**src/rtl/lpc_periph_mio.sv**
```systemverilog
// LPC peripheral target: decodes I/O (and optionally memory) read/write
// cycles, hands them to a local provider through level-signalled
// request/complete handshakes, and answers the host with SYNC/TAR nibbles.
//
// state  | meaning
// -------+-------------------------------------------------------------
// IDLE   | waiting for START (LFRAME# low, LAD=0000)
// CYC    | START seen; next nibble is the cycle type/direction
// ADDR   | shifting in address nibbles, MSB first; decode on the last one
// WDATA  | capturing two write-data nibbles, low nibble first
// HTAR   | host turnaround, two cycles, LAD released
// SYNC   | driving long-wait until the provider completes (or timeout)
// RDATA  | driving two read-data nibbles, low nibble first
// PTAR   | peripheral turnaround: 1111 driven, then released
// IGNORE | cycle not for us; wait for LFRAME# low
module lpc_periph_mio #(
    parameter logic [15:0] IO_BASE  = 16'h0080,
    parameter logic [15:0] IO_MASK  = 16'hFFF0,
    parameter bit          MEM_EN   = 1'b0,
    parameter logic [31:0] MEM_BASE = 32'hFF00_0000,
    parameter logic [31:0] MEM_MASK = 32'hFF00_0000,
    parameter logic [7:0]  WAIT_MAX = 8'd255
) (
    input  logic        clk_i,
    input  logic        nrst_i,
    input  logic        lframe_i,
    input  logic [3:0]  lad_i,
    output logic [3:0]  lad_o,
    output logic        lad_oe,
    output logic [31:0] addr_o,
    output logic        mem_o,
    output logic [7:0]  data_o,
    output logic        wr_o,
    input  logic        wr_done_i,
    output logic        rd_req_o,
    input  logic        rd_valid_i,
    input  logic [7:0]  data_i
);

    typedef enum logic [3:0] {
        IDLE,
        CYC,
        ADDR,
        WDATA,
        HTAR,
        SYNC,
        RDATA,
        PTAR,
        IGNORE
    } state_t;

    localparam logic [3:0] SYNC_READY = 4'b0000;
    localparam logic [3:0] SYNC_LONG  = 4'b0110;
    localparam logic [3:0] SYNC_ERR   = 4'b1010;
    localparam logic [3:0] LAD_IDLE   = 4'b1111;

    state_t      state, state_nxt;
    logic [2:0]  cnt, cnt_nxt;
    logic        is_wr, is_wr_nxt;
    logic        done, done_nxt;
    logic [7:0]  wait_cnt, wait_nxt;
    logic [7:0]  rd_data, rd_data_nxt;
    logic [3:0]  lad_o_nxt;
    logic        lad_oe_nxt;
    logic [31:0] addr_nxt;
    logic        mem_nxt;
    logic [7:0]  data_nxt;
    logic        wr_nxt;
    logic        rd_req_nxt;

    logic        wr_cpl;
    logic        rd_cpl;
    logic        enter_sync;
    logic        sync_final;
    logic [7:0]  wait_left;
    logic [31:0] addr_shift;
    logic        dec_hit;

    assign wr_cpl     = wr_o & wr_done_i;
    assign rd_cpl     = rd_req_o & rd_valid_i;
    assign sync_final = (lad_o == SYNC_READY) || (lad_o == SYNC_ERR);
    // The first SYNC nibble starts from the full budget; later ones count down.
    assign wait_left  = (state == SYNC) ? wait_cnt : WAIT_MAX;
    assign addr_shift = {addr_o[27:0], lad_i};
    assign dec_hit    = mem_o ? ((addr_shift & MEM_MASK) == (MEM_BASE & MEM_MASK))
                              : ((addr_shift[15:0] & IO_MASK) == (IO_BASE & IO_MASK));

    // Next-state and next-output logic; every output is registered below.
    always_comb begin
        state_nxt   = state;
        cnt_nxt     = cnt;
        is_wr_nxt   = is_wr;
        done_nxt    = done | wr_cpl | rd_cpl;
        wait_nxt    = wait_cnt;
        rd_data_nxt = rd_cpl ? data_i : rd_data;
        lad_o_nxt   = LAD_IDLE;
        lad_oe_nxt  = 1'b0;
        addr_nxt    = addr_o;
        mem_nxt     = mem_o;
        data_nxt    = data_o;
        wr_nxt      = wr_o & ~wr_done_i;
        rd_req_nxt  = rd_req_o & ~rd_valid_i;
        enter_sync  = 1'b0;

        if ((state != IDLE) && !lframe_i) begin
            // Abort (or START from IGNORE) beats everything else.
            state_nxt  = (lad_i == 4'b0000) ? CYC : IDLE;
            wr_nxt     = 1'b0;
            rd_req_nxt = 1'b0;
            done_nxt   = 1'b0;
        end else begin
            case (state)
                IDLE: begin
                    if (!lframe_i && (lad_i == 4'b0000)) begin
                        state_nxt = CYC;
                        done_nxt  = 1'b0;
                    end
                end
                CYC: begin
                    case (lad_i[3:1])
                        3'b000, 3'b001: begin
                            is_wr_nxt = lad_i[1];
                            mem_nxt   = 1'b0;
                            addr_nxt  = '0;
                            cnt_nxt   = 3'd3;
                            state_nxt = ADDR;
                        end
                        3'b010, 3'b011: begin
                            if (MEM_EN) begin
                                is_wr_nxt = lad_i[1];
                                mem_nxt   = 1'b1;
                                addr_nxt  = '0;
                                cnt_nxt   = 3'd7;
                                state_nxt = ADDR;
                            end else begin
                                state_nxt = IGNORE;
                            end
                        end
                        default: state_nxt = IGNORE;
                    endcase
                end
                ADDR: begin
                    addr_nxt = addr_shift;
                    if (cnt != 3'd0) begin
                        cnt_nxt = cnt - 3'd1;
                    end else if (!dec_hit) begin
                        state_nxt = IGNORE;
                    end else if (is_wr) begin
                        cnt_nxt   = 3'd1;
                        state_nxt = WDATA;
                    end else begin
                        rd_req_nxt = 1'b1;
                        cnt_nxt    = 3'd1;
                        state_nxt  = HTAR;
                    end
                end
                WDATA: begin
                    if (cnt[0]) begin
                        data_nxt[3:0] = lad_i;
                        cnt_nxt       = 3'd0;
                    end else begin
                        data_nxt[7:4] = lad_i;
                        wr_nxt        = 1'b1;
                        cnt_nxt       = 3'd1;
                        state_nxt     = HTAR;
                    end
                end
                HTAR: begin
                    if (cnt[0]) begin
                        cnt_nxt = 3'd0;
                    end else begin
                        enter_sync = 1'b1;
                    end
                end
                SYNC: begin
                    if (!sync_final) begin
                        enter_sync = 1'b1;
                    end else if (is_wr) begin
                        lad_oe_nxt = 1'b1;
                        cnt_nxt    = 3'd1;
                        state_nxt  = PTAR;
                    end else begin
                        lad_oe_nxt = 1'b1;
                        lad_o_nxt  = rd_data[3:0];
                        cnt_nxt    = 3'd1;
                        state_nxt  = RDATA;
                    end
                end
                RDATA: begin
                    lad_oe_nxt = 1'b1;
                    if (cnt[0]) begin
                        lad_o_nxt = rd_data[7:4];
                        cnt_nxt   = 3'd0;
                    end else begin
                        cnt_nxt   = 3'd1;
                        state_nxt = PTAR;
                    end
                end
                PTAR: begin
                    if (cnt[0]) begin
                        cnt_nxt = 3'd0;
                    end else begin
                        state_nxt = IDLE;
                    end
                end
                IGNORE: begin
                    state_nxt = IGNORE;
                end
                default: state_nxt = IDLE;
            endcase
        end

        // One SYNC nibble: ready if completed (even on this very edge),
        // otherwise long-wait until the budget runs out, then error.
        if (enter_sync) begin
            state_nxt  = SYNC;
            lad_oe_nxt = 1'b1;
            if (done_nxt) begin
                lad_o_nxt = SYNC_READY;
            end else if (wait_left == 8'd0) begin
                lad_o_nxt   = SYNC_ERR;
                wr_nxt      = 1'b0;
                rd_req_nxt  = 1'b0;
                rd_data_nxt = 8'hFF;
            end else begin
                lad_o_nxt = SYNC_LONG;
                wait_nxt  = wait_left - 8'd1;
            end
        end
    end

    // State and output registers with synchronous active-low reset.
    always_ff @(posedge clk_i) begin
        if (!nrst_i) begin
            state    <= IDLE;
            cnt      <= 3'd0;
            is_wr    <= 1'b0;
            done     <= 1'b0;
            wait_cnt <= 8'd0;
            rd_data  <= 8'd0;
            lad_o    <= LAD_IDLE;
            lad_oe   <= 1'b0;
            addr_o   <= 32'd0;
            mem_o    <= 1'b0;
            data_o   <= 8'd0;
            wr_o     <= 1'b0;
            rd_req_o <= 1'b0;
        end else begin
            state    <= state_nxt;
            cnt      <= cnt_nxt;
            is_wr    <= is_wr_nxt;
            done     <= done_nxt;
            wait_cnt <= wait_nxt;
            rd_data  <= rd_data_nxt;
            lad_o    <= lad_o_nxt;
            lad_oe   <= lad_oe_nxt;
            addr_o   <= addr_nxt;
            mem_o    <= mem_nxt;
            data_o   <= data_nxt;
            wr_o     <= wr_nxt;
            rd_req_o <= rd_req_nxt;
        end
    end

endmodule
```
**config.mk**
```make
export PLATFORM = sky130hd
export DESIGN_NAME = lpc_periph_mio
export DESIGN_NICKNAME = d
export VERILOG_FILES = /design/src/rtl/lpc_periph_mio.sv
export SDC_FILE = /design/constraint.sdc
export NUM_CORES = 1
export LEC_CHECK = 0
export ABC_AREA = 1
export ABC_CLOCK_PERIOD_IN_PS = 1600
export CORE_ASPECT_RATIO = 0.5
export CORE_UTILIZATION = 30
export DETAILED_ROUTE_END_ITERATION = 10
export GPL_TIMING_DRIVEN = 0
export PLACE_DENSITY = 0.51
export REMOVE_ABC_BUFFERS = 1
export SYNTH_ARGS = -nofsm -noshare
export SYNTH_HDL_FRONTEND = slang
export SYNTH_SLANG_ARGS = --single-unit
export TNS_END_PERCENT = 50
```
**constraint.sdc**
```tcl
create_clock -name clk_i -period 1.6 [get_ports clk_i]
set_input_delay 0.32 -clock clk_i [delete_from_list [all_inputs] [get_ports clk_i]]
set_output_delay 0.32 -clock clk_i [all_outputs]
set_load 0.05 [all_outputs]
```
* Word level (Yosys, flattened, before mapping)
Cells that the tools add are included.
Operators by class: add/sub/neg operators 2, equal/unequal tests 29, multiplexer cells 61, bitwise logic cells 13, reductions and logical operators 26
Operators with widths (number):
- $mux 4 | 16
- $pmux 32 s2 | 1
- $mux 8 | 5
- $pmux 4 s9 | 1
- $mux 32 | 1
- $mux 1 | 26
- $mux 3 | 7
- $ne 3x3->1 const B | 7
- $ne 4x4->1 const B | 5
- $eq 4x3->1 const B | 4
- $pmux 3 s5 | 1
- $reduce_and 3->1 | 5
- $reduce_and 7->1 | 2
- $eq 12x4->1 const B | 1
- $logic_not 4->1 | 3
- $eq 4x2->1 const B | 2
- $eq 4x4->1 const B | 2
- $logic_not 8->1 | 1
- $pmux 4 s2 | 1
- $reduce_or 2->1 | 4
- $sub 8x1->8 const B | 1
- $not 1->1 | 7
- $reduce_and 6->1 | 1
- $reduce_and 5->1 | 1
- 18 further kinds | 26
Storage, ports and cells: register bits 72, output and inout port bits 48

* Logic depth before layout (Yosys ltp)
word-level depth 10, mapped depth 13, depth with buffers taken out 13

* Worst setup path before layout
OpenSTA, ideal clock, no wires.
path type register to register, start register state[0], end register wr_o, data arrival time 1620 ps, slack -137 ps, stages on the path, launching flop included 13, clock period less this slack 1737 ps, cell sequence dfxtp_1 > nand2_4 > nor2_8 > inv_2 > nor2_1 > ha_1 > nand3_1 > nor2_2 > nand3_1 > nor2_1 > nand3_1 > nand2_1 > nor2_1
Between the ends: longest elaborated chain between the ends 6, elaborated cells on any way between the ends 17
Ends and longest elaborated chain:
- from (decl) | line 57 | state_t state, state_nxt;
- from (signal assigned) | line 249 | state <= state_nxt;
- $eq 4x3->1, or another cell as far along | line 83, 112
- $mux 8, or another cell as far along | line 83 | assign wait_left = (state == SYNC) ? wait_cnt : WAIT_MAX;
- $logic_not 8->1 or $mux 1 (tied branches) | line 220, 105
- $mux 1 | line 220 | end else if (wait_left == 8'd0) begin
- $mux 1 | line 218 | if (done_nxt) begin
- $mux 1 (*) | line 215 | if (enter_sync) begin
- to (signal assigned) | line 260 | wr_o <= wr_nxt;
- to (decl) | line 33 | output logic wr_o,
Mark *: on every way between the ends. The rest lies on a longest branch, timed or not. A chain may end at the register's enable or synchronous reset.

* Worst setup path in the final report
start register state[1], end register wait_cnt[5]
Between the ends: longest elaborated chain between the ends 5, elaborated cells on any way between the ends 15
Ends and longest elaborated chain:
- branches (longest 5 deep; another with $sub 8x1->8)
- to (signal assigned) | line 253 | wait_cnt <= wait_nxt;
- to (decl) | line 61 | logic [7:0] wait_cnt, wait_nxt;
Several ways; the timed one is not identified.

==> flow_summary.yaml <==
setup_path:
  critPathArrivalTime_ns: 2.01
  timing.critical_path.fanout_max: 9
  cp-start-kind: "register"
  timing.critical_path.max_delay_family: "simple AND/OR/NAND/NOR gates"
  crit_path_end_kind: "register"
  critical-path-max-stage-delay_ns: 0.36
  worstPathCellList: "inv_4 > nand2_4 > nor2_8 > buf_6 > buf_8 > nand3_4 > nor2_4 > nand2_4 > nand3_4 > nand2_1 > nand2_1 > nor2_1"
  worstPathRequired_ns: 1.83
  worst-setup-path-type: "reg -> reg"
  crit_path_top_delay_cell: "sky130_fd_sc_hd__dfxtp_4"
  cp_num_buf_inv: 3
drt:
  detail_route.vias_per_cell: 4.66
  drt-pass1-iter-count: 4
  wl_per_cell_um: 13.4
  wl_um: 10300
  post-route-drc-count: 0
  dr_total_vias: 3567
  postRouteAntennaNets: 0
  drt_iter0_drc: 156
clocking:
  cts-root-buf: "sky130_fd_sc_hd__clkbuf_16"
  cts_tree: "built"
  cts.clk_slew.worst_paths_ns: 0.06
  htreeDepth: 3
  cts_max_path_buffers: 2
  cts_hold_buf: 0
  clkSinkCount: 72
  insertion_delay_ns: 0.34
  cts_inserted_buffers: 9
power:
  sequentialPowerShare: 0.297
  power_report.internal_total_uw: 4310
  power.combinational.fraction: 0.444
  power.net_switching_uw: 3170
  ir_worst_vdd_v: 0.000501
  switching_part_of_the_total: 0.424
  power.static_leakage_uw: 0.00228
  clock_power_share: 0.259
  powerDensity_nw_per_um2: 1410
place:
  dpl.cell_count: 702
  numPortBuffers: 63
  gp_routability_congestion: 0.846
  place.detailed.hpwl_um: 6220
grt:
  grt_first_pass_wirelength_um: 16300
  grtUsageMet2: 0.287
  global_route_met3_usage: 0.0508
  use_met1: 0.213
  first_global_vias: 3281
  grt_overflow: 0
  groute.usage.overall: 0.173
  grt-busiest-layer: "met2"
  grt_start_max_net_pins: 49
  grt_antenna_before_repair: 0
timing:
  setup_viol: 20
  worstMarginPinSlew_ns: 0.880
  post-route-min-period_ns: 1.78
  finalHoldViolCount: 0
  slew_headroom: 0.413
  timing.final.crit_share: 1.11
  min_hold_slack_ns: 0.334
  unrepaired_setup_endpoints_after_global_routing: "true"
  drv_slew: 0
  clock.fmax_mhz: 561
  worst_slack_ns: -0.182
  skew_ns: 0.0101
die:
  initial_core_util: 0.313
  die_area_um2: 12100
  core_area_um2: 11200
  floorplan.rows: 27
  io_pins: 65
  die_height_um: 78.3
  die-width_um: 155
yosys:
  synthesis.area_um2: 3500
  synth.yosys.seq_area_share: 0.412
  ys_types: 34
  yosysWarningCount: 0
  syn-instance-count: 497
  postSynthRegisterBits: 72
  average_footprint_of_a_synthesized_cell_um2: 7.04
hold_path:
  worstHoldPathType: "in -> reg"
final_layout:
  num_antenna_cells: 0
  areaGrowthSynthToFinish_pct: 51.6
  final_common_cell: "sky130_fd_sc_hd__nand2_1"
  post_route_cells_drive_above_1_share: 0.295
  fill_cells: 1126
  layout.cells.most_common_list: "sky130_fd_sc_hd__nand2_1, sky130_fd_sc_hd__dfxtp_1, sky130_fd_sc_hd__nor2_1, sky130_fd_sc_hd__a21oi_1, sky130_fd_sc_hd__inv_1"
  layoutNonFillerInstCount: 765
  design.final.nets: 619
run:
  cap_violations: 0
run_status:
  outcome: "finished, violations left"
  violations_in_the_final_reports: "setup timing"
## power groups by stage
stage / Sequential, µW / Combinational [µW] / Clock, µW
floorplan: 2450 / 1370 / 0
global placement: 2210 / 2220 / 0
detailed placement: 2210 / 2220 / 0
CTS: 2200 / 2660 / 1970
global route: 2250 / 3630 / 2050
finish: 2220 / 3320 / 1930
## final timing paths
kind / from / endpoint / slack [ns] / cells past startpoint
setup / recovery: state[1] / wait_cnt[5] / -0.18 / 12
hold / removal: lad_i[3] / addr_o[3] / 0.33 / 3
setup reg to reg: state[1] / wait_cnt[5] / -0.18 / 12
hold reg to reg: cnt[2] / cnt[2] / 0.43 / 2
## kinds of logic (layout without fill, tap and decap cells)
| group | count (synthesis) | in the layout | synth area share |
|---|---|---|---|
| AND/OR/NAND/NOR | 250 | 251 | 0.316 |
| AO/OA/AOI/OAI | 89 | 92 | 0.138 |
| flip-flops | 72 | 72 | 0.412 |
| buffers and inverters | 72 | 177 | 0.0930 |
| multiplexers | 8 | 8 | 0.0258 |
| XOR/XNOR | 4 | 4 | 0.0100 |
| adder cells (fa/ha/maj) | 1 | 1 | 0.00358 |
| other | 1 | 1 | 0.00107 |
## synthesized netlist by cell type (all sizes together)
cell type / count / area (µm²)
conb: 1 / 3.75
o31ai: 1 / 7.51
clkinv: 1 / 8.76
o2111ai: 1 / 8.76
buf: 10 / 87.6
nor2: 64 / 294
dfxtp: 72 / 1440
nand4: 7 / 43.8
ha: 1 / 12.5
a21oi: 51 / 255
o21ai: 22 / 121
nand3: 26 / 143
o211ai: 3 / 22.5
o22ai: 1 / 6.26
inv: 54 / 203
xnor2: 1 / 8.76
nor3: 2 / 10.0
a31oi: 10 / 62.6
nand3b: 2 / 15.0
xor2: 3 / 26.3
nand2: 147 / 587
mux2: 8 / 90.1
nor2b: 2 / 12.5
clkbuf: 7 / 26.3
## what timing repair did
item	in CTS	in global routing
pin swaps	21	51
setup buffers	16	25
resized for setup	112	109
cloned	5	2
endpoints found under the setup margin	112	80
## registers in the layout, summed over array words and instances, names as in the netlist
signal and cells:
is_wr 1, wr_o 1, lad_oe 1, wait_cnt 8, rd_req_o 1, lad_o 4, state 4, rd_data 8
done 1, data_o 8, addr_o 32, cnt 3
## metal layers
layer | vias up | part of all wire
met2 | 62 | 0.47
li1 | 1831 | -
met1 | 1659 | 0.47
met5 | - | 0
met4 | 0 | 0.014
met3 | 15 | 0.048
## final cells by class
class / count / area [µm²] / share of cell area
clock buffers: 9 / 225 / 0.0425
clock inverters: 7 / 58.8 / 0.0111
inverters: 55 / 273 / 0.0515
multi-input cells: 357 / 2130 / 0.401
flip-flops and latches: 72 / 1460 / 0.275
well taps: 159 / 199 / 0.0375
repair buffers: 103 / 918 / 0.173
repair inverters: 3 / 43.8 / 0.00826
## metrics by stage
stage          total power [µW]  setup slack, ns  TNS [ns]  area (µm²)   util
5_1_grt                    7930           -0.305     -4.95        5300  0.474
3_5_place_dp               4440           -0.911    -52.05        4210  0.377
3_3_place_gp               4430            -1.49    -78.39        4210  0.377
6_report                   7470           -0.182     -2.17        5300  0.474
4_1_cts                    6830           -0.225     -3.15        4810  0.430
2_1_floorplan              3820           -0.281     -4.64        3380      -
## tightest hold or removal path: stages
cell                             delay (ns)
sky130_fd_sc_hd__dlymetal6s2s_1        0.17
sky130_fd_sc_hd__nand2_1               0.08
sky130_fd_sc_hd__a21oi_1               0.05
(Power assumes the default switching activity.)
